<file path="src/rtl/timer_pkg.sv">
// Shared constants and helpers for the two-stage interval timer.
// Build option TIMER_BCD_CLAMP_EN: limit/compare nibbles above 9 act as 9.

package timer_pkg;

    localparam int NIB_W = 4;

    localparam logic [1:0] ADDR_SS = 2'b00;
    localparam logic [1:0] ADDR_T1 = 2'b01;
    localparam logic [1:0] ADDR_T2 = 2'b10;

    localparam logic [7:0] SS_DEF = 8'h00;
    localparam logic [7:0] T_DEF  = 8'h99;

    localparam int RUN_BIT = 0;
    localparam int CLR_BIT = 7;

    // CLR is a strobe, never stored
    localparam logic [7:0] CLR_MASK = 8'h80;

    typedef logic [NIB_W-1:0] nib_t;

    // Value a stored nibble takes when used as a limit or compare point
    function automatic nib_t nib_eff(input nib_t n);
`ifdef TIMER_BCD_CLAMP_EN
        return (n > 4'd9) ? 4'd9 : n;
`else
        return n;
`endif
    endfunction

endpackage

</file>
<file path="src/rtl/timer_nib_counter.sv">
// 4-bit wrapping counter: counts on en, wraps to 0 once count >= limit.
// Ports: clk, rst_n (sync, active-low), en, clr, limit[3:0] -> count[3:0], wrap.

module timer_nib_counter
    import timer_pkg::*;
(
    input  logic       clk,
    input  logic       rst_n,
    input  logic       en,
    input  logic       clr,
    input  logic [3:0] limit,
    output logic [3:0] count,
    output logic       wrap
);

    // >= rather than == so a limit lowered under the count wraps next tick
    assign wrap = en && !clr && (count >= limit);

    always_ff @(posedge clk) begin
        if (!rst_n) begin
            count <= '0;
        end else if (clr) begin
            count <= '0;
        end else if (en) begin
            count <= wrap ? '0 : count + 4'd1;
        end
    end

endmodule

</file>
<file path="src/rtl/timer_core.sv">
// Register-programmed two-stage interval timer (tout_10 base, tout_100 long).
// Ports: clk, rst_n (sync, active-low), sel (0: tick/clk, 1: tick/2 clk),
//   write, read, addr[1:0], wdata[7:0] -> rdata[7:0]; tout_10, tout_100 pulses.
// Build option TIMER_BCD_CLAMP_EN: clamp LIM1/LIM2/CMP nibbles to 9.

module timer_core
    import timer_pkg::*;
(
    input  logic       clk,
    input  logic       rst_n,
    input  logic       sel,
    input  logic       write,
    input  logic       read,
    input  logic [1:0] addr,
    input  logic [7:0] wdata,
    output logic [7:0] rdata,
    output logic       tout_10,
    output logic       tout_100
);

    logic [7:0] ss;
    logic [7:0] t1;
    logic [7:0] t2;
    logic       tog;
    logic       tick;
    logic       run;
    logic       clr;

    logic [3:0] lim1;
    logic [3:0] lim2;
    logic [3:0] cmp_raw;
    logic [3:0] cmp;

    logic [3:0] unused_cnt1;
    logic [3:0] cnt2;
    logic       wrap1;
    logic       unused_wrap2;

    // CLR acts on the write edge itself, so counting never sees it late
    assign clr = write && (addr == ADDR_SS) && wdata[CLR_BIT];

    always_ff @(posedge clk) begin
        if (!rst_n) begin
            ss <= SS_DEF;
            t1 <= T_DEF;
            t2 <= T_DEF;
        end else if (write) begin
            case (addr)
                ADDR_SS: ss <= wdata & ~CLR_MASK;
                ADDR_T1: t1 <= wdata;
                ADDR_T2: t2 <= wdata;
                default: ;
            endcase
        end
    end

    always_ff @(posedge clk) begin
        if (!rst_n) begin
            tog <= 1'b0;
        end else begin
            tog <= ~tog;
        end
    end

    assign tick = sel ? tog : 1'b1;
    assign run  = ss[RUN_BIT];

    assign lim1    = nib_eff(t1[3:0]);
    assign lim2    = nib_eff(t1[7:4]);
    assign cmp_raw = nib_eff(t2[3:0]);
    assign cmp     = (cmp_raw > lim2) ? lim2 : cmp_raw;

    timer_nib_counter u_cnt1 (
        .clk   (clk),
        .rst_n (rst_n),
        .en    (run && tick),
        .clr   (clr),
        .limit (lim1),
        .count (unused_cnt1),
        .wrap  (wrap1)
    );

    timer_nib_counter u_cnt2 (
        .clk   (clk),
        .rst_n (rst_n),
        .en    (wrap1),
        .clr   (clr),
        .limit (lim2),
        .count (cnt2),
        .wrap  (unused_wrap2)
    );

    assign tout_10  = wrap1;
    assign tout_100 = wrap1 && (cnt2 == cmp);

    always_comb begin
        rdata = 8'h00;
        if (read) begin
            case (addr)
                ADDR_SS: rdata = ss;
                ADDR_T1: rdata = t1;
                ADDR_T2: rdata = t2;
                default: rdata = 8'h00;
            endcase
        end
    end

endmodule

</file>
<file path="config.mk">
export PLATFORM = sky130hd
export DESIGN_NAME = timer_core
export DESIGN_NICKNAME = d
export VERILOG_FILES = /design/src/rtl/timer_pkg.sv /design/src/rtl/timer_nib_counter.sv /design/src/rtl/timer_core.sv
export SDC_FILE = /design/constraint.sdc
export NUM_CORES = 1
export LEC_CHECK = 0
export BUFFER_PORTS_ARGS = -buffer_cell sky130_fd_sc_hd__buf_2
export CAP_MARGIN = 20
export CORE_MARGIN = 2
export CORE_UTILIZATION = 50
export CTS_CLUSTER_SIZE = 24
export DETAILED_ROUTE_END_ITERATION = 12
export PLACE_DENSITY = 0.7
export SLEW_MARGIN = 20
export SYNTH_ARGS = -nofsm -noshare
export SYNTH_HDL_FRONTEND = slang
export SYNTH_HIERARCHICAL = 1
export SYNTH_SLANG_ARGS = --single-unit
export TNS_END_PERCENT = 1
</file>
<file path="constraint.sdc">
create_clock -name clk -period 4.6 [get_ports clk]
set_input_delay 0.92 -clock clk [delete_from_list [all_inputs] [get_ports clk]]
set_output_delay 0.92 -clock clk [all_outputs]
set_load 0.01 [all_outputs]
</file>
======== After elaboration in Yosys (flattened, before gate mapping) ========
Index checks and enable logic that the tools add are counted.
operators by class
  add/subtract/negate cells ............... 2
  magnitude comparators ................... 3
  eq/ne operators ......................... 3
  mux-type cells .......................... 6
  bitwise gates (word level) .............. 2
  reduce and logical (&&, ||, !) cells .... 14
operators by type and width
  cell                                                                   count
  8-bit case mux with 3 select lines                                     1
  4-bit two-way mux                                                      3
  4-bit by 1-bit adder with 4-bit output, second input constant          2
  4-bit greater-or-equal comparator                                      2
  1-bit logical AND                                                      8
  8-bit two-way mux                                                      1
  2-bit AND reduction                                                    3
  4-bit equality test                                                    1
  4-bit > comparator                                                     1
  2-bit by 1-bit equality test with 1-bit output, second input constant  1
  2-bit equality test, second input constant                             1
  2-bit zero test                                                        1
  1-bit NOT                                                              2
  2-bit OR reduction                                                     1
  1-bit zero test                                                        1
  1-bit two-way mux                                                      1
storage, ports and cells
  register bits ........................... 32
  bits of input ports ..................... 15
  output and inout bits ................... 10
  word-level logic and storage cells ...... 36

======== Longest topological paths before layout ========
Gate-level depths: netlist of the first run.
  depth after elaboration ................. 9
  gate-level depth with buffers ........... 10
  gate-level depth less buffers ........... 9

======== Hierarchy ========
The synthesis of the first run kept the hierarchy.
modules (own cells, without submodules)
  module             times used  cells each  area each (um^2)  seq. area each (um^2)
  timer_core         1           150         1325.0            480.5
  timer_nib_counter  2           35          327.8             80.1

======== Worst setup path after synthesis of the first run ========
No wires, ideal clock.
  path kind ............................... input-to-output
  start ................................... in addr[1]
  end ..................................... out tout_100
  data arrival time ....................... 2.300 ns
  data required time ...................... 3.680 ns
  path slack .............................. 1.380 ns
  cell stages on the path ................. 8
  buffers on the path ..................... 2
  path through ............................ buf_2 -> nor3b_1 -> buf_2 -> and2_1 -> and3b_1 -> nand2b_1 -> mux2i_1 -> and4_1
on the way
  longest elaborated chain between the ends .. 7
ends and longest elaborated chain
  item                             RTL line                 RTL
  from (decl)                      timer_core.sv:14         input logic [1:0] addr,
  2-bit zero test                  timer_core.sv:40         assign clr = write && (addr == ADDR_SS) && wdata[CLR_BIT];
  1-bit logical AND (2 in series)  timer_core.sv:40
  named net clr                    timer_core.sv:27         logic clr;
  1-bit zero test                  timer_nib_counter.sv:17  assign wrap = en && !clr && (count >= limit);
  1-bit logical AND (2 in series)  timer_nib_counter.sv:17
  named net tout_10                timer_core.sv:17         output logic tout_10,
  1-bit logical AND                timer_core.sv:94         assign tout_100 = wrap1 && (cnt2 == cmp);
  to (decl)                        timer_core.sv:18         output logic tout_100
The timed path passes the listed nets, and every way through them passes these cells.

======== Worst setup path after layout of the first run ========
  start ................................... in addr[1]
  end ..................................... out tout_100
on the way
  longest elaborated chain between the ends .. 7
ends and longest elaborated chain
  item                             RTL line
  2-bit zero test                  timer_core.sv:40
  1-bit logical AND (2 in series)  timer_core.sv:40
  named net clr                    timer_core.sv:27
  1-bit zero test                  timer_nib_counter.sv:17
  1-bit logical AND (2 in series)  timer_nib_counter.sv:17
  1-bit logical AND                timer_core.sv:94
The timed path passes the listed nets, and every way through them passes these cells.

==> results.md, run 1 <==
* I/O Buffers at 24
* Crit start category: input pin
* Post-route total power at 0.589 mW
* Root buffer cell: clkbuf_8
* Post-CTS Setup Repair Bufs at 0
* Synth Warn # at 6
* CP most frequent cell: buf_2
* Syn nets at 248
* Max IR drop VDD at 0.221 mV
* Mapped Area at 0.00197 mm²
* Worst EP arrival at 2.47 ns
* DP HPWL at 3080 µm
* Ports at 25
* Wire length of the first global-routing pass at 7390 µm
* Initial DRC Count at 110
* R2r setup slk at 2.46 ns
* Least-Margin Pin Slew at 0.618 ns
* LEAKAGE at 0.984 nW
* Skew final at 0.00351 ns
* Die Wd at 66.8 µm
* Share of post-route cells with drive strength above 1 at 0.182
* Hold-fix buffers, CTS at 0
* Routed via count at 1578
* Final Hold Fails at 0
* Vias in the first global route at 1596
* Setup violations, final at 0
* Crit path required time at 3.68 ns
* Grt ovf at 0
* Post-Syn Instances at 219
* Setup crit end kind: primary output
* Unrepaired setup endpoints after global routing: no
* Final max-slew violation count at 0
* Post-cts resize count at 0
* Setup Total Neg Slack at 0 ns
* Initial core utilization at 0.531
* Worst-path fanout max at 12
* MaxCap Viol Count at 0
* H-tree levels at 2
* Latest clock arrival within the worst-skew pair at 0.29 ns
* GRT Total Usage at 0.220
* CTS max path bufs at 2
* HP Class: flop to flop
* Core ar. at 0.00372 mm²
* Die area at 0.00446 mm²
* Slowest-stage cell, CP: and3b_1
* Post-placement worst setup slack at 1.21 ns
* Most common cell after layout, fill and taps aside: dfxtp_1
* Relative slew slack at 0.587
* Clock sinks at 32
* Mean post-synth cell area at 9.00 µm²
* CTS tree: built
* ANT nets after route at 0
* Pwr/cell area at 268 mW/mm²
* Status: complete, no violations
* Row count at 22
* DRC violations left at 0
* Clock slew at reported path FFs at 0.06 ns
* Final setup margin at 1.21 ns
* Final hold slack at 0.419 ns
* Worst stage delay on the critical path at 0.44 ns
* Die Span Y at 66.8 µm
* Final #Nets at 271
* Drt total wl at 4170 µm
* Setup CP Type: input pin to primary output
* Critical-path cell list: buf_2, nor3b_1, and2_1, and3b_1, nand2b_1, mux2i_1, and4_1, buf_2
* DR vias/cell at 5.44
* P&R area growth vs syn at 11.5%
* Fmax achieved at 0.295 GHz
* Diode count at 0
* Largest net degree at the start of global routing at 29
* Final design utilization at 0.592
* Routed wire per std cell at 14.4 µm
* Initial antenna violation count at 0
* Num CTS Buffers at 5
* Gpl congestion at 0.843
* Period utilization at 0.736
* DRT Pass-1 Iters at 4
* Final Critical Period at 3.39 ns
* Most frequent cells in the layout: dfxtp_1 (32), nand2_1 (30), mux2i_1 (26), buf_2 (24)
[where the power goes]
group | total [mW] | leakage, nW | internal [mW] | switching, mW
Combinational | 0.0913 | 0.682 | 0.0436 | 0.0478
Sequential | 0.294 | 0.260 | 0.286 | 0.00796
Clock | 0.204 | 0.0410 | 0.103 | 0.102
Total | 0.589 | 0.984 | 0.432 | 0.157
[registers in the layout, indices dropped and copies added, names as in the netlist]
name	count
t1	8
tog	1
t2	8
u_cnt1/count	4
u_cnt2/count	4
ss	7
[metrics by stage]
stage	cell area, µm²	std cells
CTS	2200	290
floorplan	1970	219
global placement	2120	283
finish	2200	290
global route	2200	290
detailed placement	2120	283
[routing by layer]
metal  global-route usage  routed length (µm)  up-vias
met2                0.348                1920       30
li1                     -                   -      793
met3               0.0456                 148        5
met4               0.0842                  63        0
met5                    0                   0        -
met1                0.293                2040      750
[final cells by class]
| class | instances | area [µm²] |
|---|---|---|
| clock buffer | 6 | 72.6 |
| clock inverter | 1 | 5.00 |
| fill | 343 | 1520 |
| inverter | 15 | 56.3 |
| multi-input combinational | 162 | 1230 |
| sequential | 32 | 641 |
| tap | 48 | 60.1 |
| timing repair buffer | 26 | 135 |
[worst paths after layout]
kind,startpoint,to,depth (start not counted)
worst min register to register,tog$_SDFF_PN0_,tog$_SDFF_PN0_,1
worst max register to register,u_cnt1/count[0]$_SDFFE_PP0P_,u_cnt2/count[2]$_SDFFE_PP0P_,9
worst min-delay path,tog$_SDFF_PN0_,tog$_SDFF_PN0_,1
worst max-delay path,addr[1],tout_100,8
[critical path, delay by kind of cell]
| kind | cells | cell delay, ns |
|---|---|---|
| buffers and inverters | 2 | 0.38 |
| muxes | 1 | 0.13 |
| and+or+nand+nor | 5 | 1.03 |
Note: power is estimated with default switching activity, not from simulation.
==> run 2, diff against run 1 <==
ABC_AREA = 1   (was unset)
clock period = 3.3 ns   (was 4.6 ns; I/O delays follow)
==> run 2 against run 1 <==
Against the previous run:
- clock skew barely moved
- largest cell class unchanged
- critical endpoint unchanged
- sequential power rose by 40%
- count of clock-buffer cells in the layout increased by 2
- clock power grew 50%
- die area is 0.90% lower
- hold slack worse by 0.0090 ns
- worst setup slack got worse by 0.87 ns
- wire length down 1.0%
==> results.md, run 2 <==
* Status: complete, no violations
* CP most frequent cell: nor2_1
* MaxCap Viol Count at 0
* Setup crit end kind: primary output
* Post-Syn Instances at 283
* Crit start category: input pin
* Synth Warn # at 6
* HP Class: flop to flop
* I/O Buffers at 24
* Setup CP Type: input pin to primary output
* Die Wd at 66.5 µm
* Critical-path cell list: buf_2, nor2_2, inv_2, nor2_4, inv_2, nor2_1, nor2_1, nand2_1, inv_1, nand2_1, nor2_1, nand2_1, nor2_1, buf_2
* Top-area cell type share of the netlist area at 0.328
* Latest clock arrival within the worst-skew pair at 0.28 ns
* Clock sinks at 32
* Hold-fix buffers, CTS at 0
* Pwr/cell area at 400 mW/mm²
* Reg-to-Reg End: u_cnt2/count[3]$_SDFFE_PP0P_
* Max IR drop VDD at 0.292 mV
* Synth cell types at 27
* R2R depth at 11
* Mapped Area at 0.00195 mm²
* Vias in the first global route at 1596
* Placed cell area at 0.00211 mm²
* Post-synth EDFFs at 0
* Setup Total Neg Slack at 0 ns
* Post-synth top flop: dfxtp_1
* Largest net degree at the start of global routing at 27
* Syn nets at 312
* Worst stage delay on the critical path at 0.24 ns
* CTS tree: built
* Final max-slew violation count at 0
* Count leader, synth: nand2_1
* Skew final at 0.00310 ns
* Drt total wl at 4120 µm
* Die area at 0.00442 mm²
* Core ar. at 0.00372 mm²
* Cell family with most CP delay: simple AND/OR/NAND/NOR gates
* Worst-path fanout max at 10
* Initial DRC Count at 60
* Routed wire per std cell at 11.5 µm
* Routed via count at 1791
* Initial antenna violation count at 0
* Least-Margin Pin Slew at 0.442 ns
* Share of post-route cells with drive strength above 1 at 0.190
* Period utilization at 0.897
* Top cells by count, synth: nand2_1 (65), inv_1 (47), dfxtp_1 (32)
* H-tree levels at 2
* DRT Pass-1 Iters at 4
* Post-cts resize count at 0
* ANT nets after route at 0
* Fmax achieved at 0.338 GHz
* Die Span Y at 66.5 µm
* Synthesized flop and latch total at 32
* Yosys top cell by area: dfxtp_1
* Final #Nets at 339
* Gpl congestion at 0.854
* Setup violations, final at 0
* Slowest-stage cell, CP: nor2_2
* LEAKAGE at 1.12 nW
* DRC violations left at 0
* Fraction of registers with async set/reset at 0
* Root buffer cell: clkbuf_8
* DP HPWL at 3350 µm
* GRT Total Usage at 0.210
* WP depth at 14
* Fin area at 0.00220 mm²
* Row count at 22
* Crit. Startpoint: addr[1]
* Most frequent cells in the layout: nand2_1 (65), inv_1 (47), dfxtp_1 (32), nor2_1 (24), buf_2 (24)
* Area contributors post-synth: dfxtp_1 (33%), nand2_1 (12%), inv_1 (9.0%)
* P&R area growth vs syn at 12.7%
* Post-route total power at 0.880 mW
* Part of the Yosys area used for sequential elements at 0.328
* Post-CTS Setup Repair Bufs at 0
* Mean post-synth cell area at 6.90 µm²
* Final Critical Period at 2.96 ns
* Worst EP arrival at 2.30 ns
* Diode count at 0
* Relative slew slack at 0.705
* Crit path required time at 2.64 ns
* R2r setup slk at 1.44 ns
* Final Hold Fails at 0
* CP endpoint: tout_100
* Ports at 25
* CTS max path bufs at 2
* Clock slew at reported path FFs at 0.06 ns
* Cells on Worst Hold Path at 1
* Unrepaired setup endpoints after global routing: no
* RR Startpoint: ss[0]$_SDFFE_PN0P_
* Num CTS Buffers at 5
* Biggest regs: t1 (8), t2 (8), ss (7)
* Most common cell after layout, fill and taps aside: nand2_1
* Wire length of the first global-routing pass at 7070 µm
* DR vias/cell at 4.99
* Count of buffer and inverter cells on the critical path at 5
* Initial core utilization at 0.526
* Grt ovf at 0
## run 2: power by group
part,switching [mW],internal [mW],total (mW)
Combinational,0.105,0.0574,0.162
Clock,0.135,0.170,0.305
Sequential,0.0103,0.403,0.413
Total,0.249,0.630,0.880
## run 2: cell type report
class	count	area [µm²]
tap	48	60.1
clock buffer	8	90.1
multi-input combinational	191	1080
sequential	32	641
timing repair buffer	24	120
fill	381	1520
inverter	56	210
## run 2: stage by stage
step / utilization / std cells / hold WS (ns) / setup slack (ns)
after floorplan: - / 283 / 0.391 / 0.747
after global placement: 0.568 / 351 / 0.401 / 0.423
after detailed placement: 0.568 / 351 / 0.406 / 0.336
after CTS: 0.592 / 359 / 0.415 / 0.339
after global routing: 0.592 / 359 / 0.441 / 0.107
final: 0.592 / 359 / 0.410 / 0.340
## run 2: cells by family (layout without fill, tap and decap cells)
| logic type | after synthesis | after routing | share of synthesized area |
|---|---|---|---|
| fa+ha+maj | 14 | 14 | 0.0897 |
| compound gates | 52 | 52 | 0.165 |
| buf+inv | 60 | 88 | 0.119 |
| simple gates | 125 | 125 | 0.299 |
| flops | 32 | 32 | 0.328 |
## run 2: routing by layer
metal	routed length [µm]	up-vias	global-route usage
met3	190	6	0.0490
met5	0	-	0
met2	1810	38	0.341
met4	61	0	0.0536
met1	2060	777	0.281
li1	-	970	-
## run 2: how the worst min path moves through the flow
stage	start	to	slack [ns]
2_1_floorplan	tog$_SDFF_PN0_	tog$_SDFF_PN0_	0.39
3_3_place_gp	tog$_SDFF_PN0_	tog$_SDFF_PN0_	0.40
3_5_place_dp	tog$_SDFF_PN0_	tog$_SDFF_PN0_	0.41
4_1_cts	tog$_SDFF_PN0_	tog$_SDFF_PN0_	0.41
5_1_grt	tog$_SDFF_PN0_	tog$_SDFF_PN0_	0.44
6_report	tog$_SDFF_PN0_	tog$_SDFF_PN0_	0.41
